<file path="src/rtl/fifo_sync_param.sv">
// -----------------------------------------------------------------------------
// fifo_sync_param
//
// Synchronous single-clock FIFO for producer/consumer queues in the datapath.
// The FIFO has a fill-level count, full/empty flags, programmable
// almost-full/almost-empty thresholds and sticky overflow/underflow flags.
// The q output can be registered-read (FWFT=0) or first-word-fall-through
// (FWFT=1).
//
// Parameters
//   WIDTH    : data word width (>=1)
//   DEPTH    : number of entries (power of two, >=2)
//   AW       : pointer width, derived from DEPTH
//   AF_LEVEL : almost_full  when usedw >= AF_LEVEL (1..DEPTH)
//   AE_LEVEL : almost_empty when usedw <= AE_LEVEL (0..DEPTH-1)
//   FWFT     : 0 = registered read, 1 = first-word-fall-through
//
// Ports
//   clk          : clock, all state changes on the rising edge
//   rst          : synchronous active-high reset; drops all requests
//   data         : write data
//   wrreq        : write request (ignored while full)
//   rdreq        : read request / pop (ignored while empty)
//   err_clr      : clears overflow/underflow (a new error in the same cycle wins)
//   q            : read data
//   empty, full  : usedw == 0 / usedw == DEPTH
//   almost_full  : usedw >= AF_LEVEL
//   almost_empty : usedw <= AE_LEVEL
//   usedw        : number of stored words, 0..DEPTH
//   overflow     : sticky, write requested while full
//   underflow    : sticky, read requested while empty
// -----------------------------------------------------------------------------
module fifo_sync_param #(
  parameter int WIDTH    = 8,
  parameter int DEPTH    = 16,
  parameter int AW       = $clog2(DEPTH),
  parameter int AF_LEVEL = DEPTH - 2,
  parameter int AE_LEVEL = 2,
  parameter int FWFT     = 0
) (
  input  logic             clk,
  input  logic             rst,
  input  logic [WIDTH-1:0] data,
  input  logic             wrreq,
  input  logic             rdreq,
  input  logic             err_clr,
  output logic [WIDTH-1:0] q,
  output logic             empty,
  output logic             full,
  output logic             almost_full,
  output logic             almost_empty,
  output logic [AW:0]      usedw,
  output logic             overflow,
  output logic             underflow
);

  localparam logic [AW:0] DEPTH_C = (AW+1)'(DEPTH);
  localparam logic [AW:0] AF_C    = (AW+1)'(AF_LEVEL);
  localparam logic [AW:0] AE_C    = (AW+1)'(AE_LEVEL);

  // Storage: not reset, so it maps onto block/distributed RAM.
  logic [WIDTH-1:0] mem [DEPTH];

  logic [AW-1:0] wr_ptr_reg, wr_ptr_next;
  logic [AW-1:0] rd_ptr_reg, rd_ptr_next;
  logic [AW:0]   count_reg, count_next;
  logic          overflow_reg, overflow_next;
  logic          underflow_reg, underflow_next;
  logic          wr_acc, rd_acc;

  // Flags are decodes of the registered count only. Pointer equality is
  // ambiguous between full and empty, so the count alone decides both.
  assign empty        = (count_reg == '0);
  assign full         = (count_reg == DEPTH_C);
  assign almost_full  = (count_reg >= AF_C);
  assign almost_empty = (count_reg <= AE_C);
  assign usedw        = count_reg;
  assign overflow     = overflow_reg;
  assign underflow    = underflow_reg;

  // Accept decisions use the pre-edge flags. When full, a simultaneous read
  // still frees a slot, but the write is rejected anyway. This keeps the
  // accept path free of a same-cycle rdreq -> wrreq dependency.
  assign wr_acc = wrreq & ~full;
  assign rd_acc = rdreq & ~empty;

  always_comb begin
    wr_ptr_next    = wr_ptr_reg;
    rd_ptr_next    = rd_ptr_reg;
    count_next     = count_reg;
    overflow_next  = overflow_reg & ~err_clr;
    underflow_next = underflow_reg & ~err_clr;

    if (wr_acc) begin
      wr_ptr_next = wr_ptr_reg + AW'(1);
    end
    if (rd_acc) begin
      rd_ptr_next = rd_ptr_reg + AW'(1);
    end

    case ({wr_acc, rd_acc})
      2'b10:   count_next = count_reg + (AW+1)'(1);
      2'b01:   count_next = count_reg - (AW+1)'(1);
      default: count_next = count_reg;
    endcase

    // A new error event takes priority over err_clr in the same cycle.
    if (wrreq & full) begin
      overflow_next = 1'b1;
    end
    if (rdreq & empty) begin
      underflow_next = 1'b1;
    end
  end

  always_ff @(posedge clk) begin
    if (rst) begin
      wr_ptr_reg    <= '0;
      rd_ptr_reg    <= '0;
      count_reg     <= '0;
      overflow_reg  <= 1'b0;
      underflow_reg <= 1'b0;
    end else begin
      wr_ptr_reg    <= wr_ptr_next;
      rd_ptr_reg    <= rd_ptr_next;
      count_reg     <= count_next;
      overflow_reg  <= overflow_next;
      underflow_reg <= underflow_next;
    end
  end

  // Write port. Reset drops an in-flight write, but the old contents stay.
  always_ff @(posedge clk) begin
    if (!rst && wr_acc) begin
      mem[wr_ptr_reg] <= data;
    end
  end

  // Read and write can never address the same slot in one cycle. A read
  // needs count > 0 and a write needs count < DEPTH, so the pointers are
  // never equal while both are accepted.
  generate
    if (FWFT != 0) begin : g_fwft
      // The head word is shown directly. rdreq acknowledges the word that
      // q already presents.
      assign q = empty ? '0 : mem[rd_ptr_reg];
    end else begin : g_std
      logic [WIDTH-1:0] q_reg;

      // Registered read. q holds its value unless a read is accepted.
      always_ff @(posedge clk) begin
        if (rst) begin
          q_reg <= '0;
        end else if (rd_acc) begin
          q_reg <= mem[rd_ptr_reg];
        end
      end

      assign q = q_reg;
    end
  endgenerate

endmodule

</file>
<file path="config.mk">
export PLATFORM = sky130hd
export DESIGN_NAME = fifo_sync_param
export DESIGN_NICKNAME = d
export VERILOG_FILES = /design/src/rtl/fifo_sync_param.sv
export SDC_FILE = /design/constraint.sdc
export NUM_CORES = 1
export LEC_CHECK = 0
export ABC_CLOCK_PERIOD_IN_PS = 3090
export CAP_MARGIN = 20
export CORE_MARGIN = 8
export CORE_UTILIZATION = 52
export DETAILED_ROUTE_END_ITERATION = 8
export PLACE_DENSITY = 0.73
export SYNTH_ARGS = -nofsm -noshare
export SYNTH_HDL_FRONTEND = slang
export SYNTH_SLANG_ARGS = --single-unit
</file>
<file path="constraint.sdc">
create_clock -name clk -period 3.09 [get_ports clk]
set_clock_uncertainty 0.2 [all_clocks]
set_input_delay 0.7725 -clock clk [delete_from_list [all_inputs] [get_ports clk]]
set_output_delay 0.7725 -clock clk [all_outputs]
set_load 0.01 [all_outputs]
</file>
==> metrics.md <==
| Metric | Value |
|---|---|
| Die height | 124 um |
| PortBufs | 31 |
| FP Rows | 39 |
| Share of layout cells above drive strength 1 | 0.184 |
| Syn nets | 395 |
| First-pass iteration count of the detailed router | 5 |
| Via density | 5.70 |
| DRC | 0 |
| Total gr overflow | 0 |
| Required time of the worst setup path | 3190 ps |
| Async SR Flop Fraction | 0 |
| Max incr delay on CP | 490 ps |
| CP bufs+invs | 2 |
| CP endpoint kind | register |
| Final count of hold timing violations | 0 |
| Switch Pwr | 1.45 mW |
| Number of synthesized register bits | 151 |
| Switching part of the total | 0.263 |
| Clock share of power | 0.335 |
| Starting Density | 0.530 |
| Share of the clock period used by the worst path | 0.970 |
| Worst vdd ir | 493 uV |
| Xor/xnor cell area share of the yosys netlist | 0.0116 |
| DIE AREA | 15300 um2 |
| Sequential Power Share | 0.438 |
| Area of the multi-input gates | 1620 um2 |
| Maximum clock path buffer count | 2 |
| Comb pwr share | 0.227 |
| 1st-iter DRT viols | 278 |
| Post-synth EDFFs | 128 |
| Clock transition at path regs | 60 ps |
| RSZ-0062 raised after global routing | no |
| Final Core Density | 0.635 |
| Max Fclk | 334 MHz |
| CTS Buf Count | 17 |
| HP Class | register to register |
| Slew Limit Fails | 0 |
| Setup bufs post-CTS | 0 |
| Worst-path cell chain | clkdlybuf4s50_1 > a21boi_2 > inv_1 > ha_4 > ha_1 > nor2b_2 > o21ai_1 > a21oi_1 > or3b_1 > mux2_1 |
| Worst Setup Start Kind | input pin |
| CTS tree | built |
| Worst path slowest cell | clkdlybuf4s50_1 |
| CP top delay family | buffers and inverters |
| Synth cell types | 36 |
| Largest register FFs | 128 |
| Clock Root Buffer | clkbuf_16 |
| Die X | 124 um |
| Top cells by count, synth | 128 x edfxtp_1, 53 x nor2_1, 34 x mux2i_1, 23 x dfxtp_1 |
| First-pass GRT wire length | 18400 um |
| Antenna-violating nets left | 0 |
| GP Congestion | 0.771 |
| Largest net degree at the start of global routing | 35 |
| Internal power | 4.06 mW |
| Total Wirelength | 12200 um |
| Critical setup path kind | input pin to register |
| Clock latency on the worst-skew pair | 410 ps |
| Max-cap viol count | 0 |
| Synth warnings | 0 |
| Number of fill cells | 793 |
| Largest family of logic cells by synthesized area | multiplexers |
| Syn-to-layout area delta | 19.9% |
| Post-synth top area share | 0.638 |
| Pleak | 2.34 nW |
| Seq. cell area | 4310 um2 |
| Core area | 11400 um2 |
| Slew of the pin with the lowest slew margin | 788 ps |
| Post-layout power | 5.51 mW |
| Post-route cell area | 7220 um2 |
| Vias post-DR | 3351 |
| Number of H-tree levels | 4 |
| Yosys top cell by area | edfxtp_1 |
| Hold Crit Start | q[5]$_SDFFE_PP0P_ |
| Top-count cell post-synth | edfxtp_1 |
| Status | completed |
| Vias in the first global route | 3332 |
| Crit path time final | 3000 ps |
| Post-synthesis mux area share | 0.118 |
| Relative slew slack | 0.474 |
| Synth area leaders | edfxtp_1 64%, dfxtp_1 7.6%, mux4_2 6.0%, mux2i_1 5.7%, nor2_1 3.3% |
| Worst r2r src | usedw[0]$_SDFFE_PP0P_ |
| Dpl ws | -446 ps |
| Setup ws final | 94.2 ps |
| Critical Path AT | 3100 ps |
| Syn Inst Count | 372 |
| Complex-gate fraction of the synthesized area | 0.0515 |
| Tot GR Track Use | 0.169 |
| Hold-fix buffer count after cts | 0 |
| Critical Path Start | wrreq |
| Post-Synth Adder-Cell Area | 0.0220 |
| Final hold slack | 297 ps |
| Post-DP Area | 6650 um2 |
| Layout Nets | 456 |
| Worst-path maximum fanout | 3 |
| # diodes | 0 |
| DR WL/cell | 20.7 um |
| Ports | 32 |
| Synth Area in Simple Gates | 0.0592 |
| Primary FF master, synth | edfxtp_1 |
| Clk sinks | 151 |
| Initial antenna violation count | 0 |
| Sequential area share after synthesis | 0.715 |
| R2R setup slack | 210 ps |
| Post-DP HPWL | 7950 um |
| # setup viols final | 0 |
| PD cells | 763 nW/um2 |
| Avg Inst Size Synth | 16.2 um2 |
| Mapped Area | 6020 um2 |
-- cell usage in the layout, fill, tap and decap left out, types with 2 or more instances in the layout --
| cell | n |
|---|---|
| edfxtp_1 | 128 |
| nor2_1 | 53 |
| mux2i_1 | 34 |
| clkdlybuf4s50_1 | 31 |
| buf_4 | 29 |
| dfxtp_1 | 22 |
| clkbuf_16 | 17 |
| mux4_2 | 16 |
| o22ai_1 | 16 |
| a22oi_1 | 10 |
| inv_1 | 9 |
| nand2_1 | 9 |
| a311oi_1 | 8 |
| ha_1 | 8 |
| clkinvlp_4 | 6 |
| xor2_1 | 5 |
| a21oi_1 | 5 |
| clkinv_2 | 4 |
| nand3_1 | 3 |
| nor2b_1 | 3 |
| xnor2_1 | 3 |
| and2_1 | 2 |
| nand3b_1 | 2 |
| nand4_1 | 2 |
-- worst paths after layout --
path                            to  depth (start not counted)
min reg2reg      q[5]$_SDFFE_PP0P_                          2
max          usedw[4]$_SDFFE_PP0P_                         10
max reg2reg  usedw[4]$_SDFFE_PP0P_                         11
min              q[5]$_SDFFE_PP0P_                          2
-- per-layer routing --
metal  vias to the layer above  track usage  routed length, um
met1                      1663        0.210               5050
met3                        15       0.0417                792
met5                         -            0                  0
li1                       1554            -                  -
met4                         0       0.0767                237
met2                       119        0.277               6100
-- cell families (layout without fill, tap and decap cells) --
logic type / after synthesis / count (layout)
flops: 151 / 151
simple gates: 80 / 80
mux: 51 / 51
compound gates: 44 / 44
buf+inv: 28 / 101
fa+ha+maj: 10 / 10
xor+xnor: 8 / 8
-- power by group through the flow --
stage               registers, mW  clock network, mW  logic [mW]
finish                       2.41               1.84        1.25
global route                 2.43               1.96        1.37
CTS                          2.41               1.87        1.23
detailed placement           2.45                  0        1.21
global placement             2.45                  0        1.18
floorplan                    2.49                  0       0.637
-- area by class of cell --
cell class	instances	area share
multi-input combinational	193	0.224
tap	143	0.0248
inverter	9	0.00468
clock buffer	18	0.0594
clock inverter	13	0.0149
sequential	151	0.596
timing repair buffer	61	0.0759
-- what timing repair did --
action,CTS,global route
gates resized for setup,2,5
setup endpoints to repair,1,1
pin swaps,0,1
-- stage by stage --
stage               std cells  setup TNS (ps)
floorplan                 372               0
global placement          557            -378
detailed placement        557            -446
CTS                       588               0
global route              588               0
finish                    588               0
-- worst reg2reg max path: stages (launching register included) --
cell and delay [ps]:
dfxtp_1 330, nor4_4 440, a21boi_2 120, inv_1 100, ha_4 150, inv_1 60, fa_1 390, nor2b_2 140
o21ai_1 90, nand3_1 80, or3b_1 360, mux2_1 310
Power figures use the tool's default switching activity.
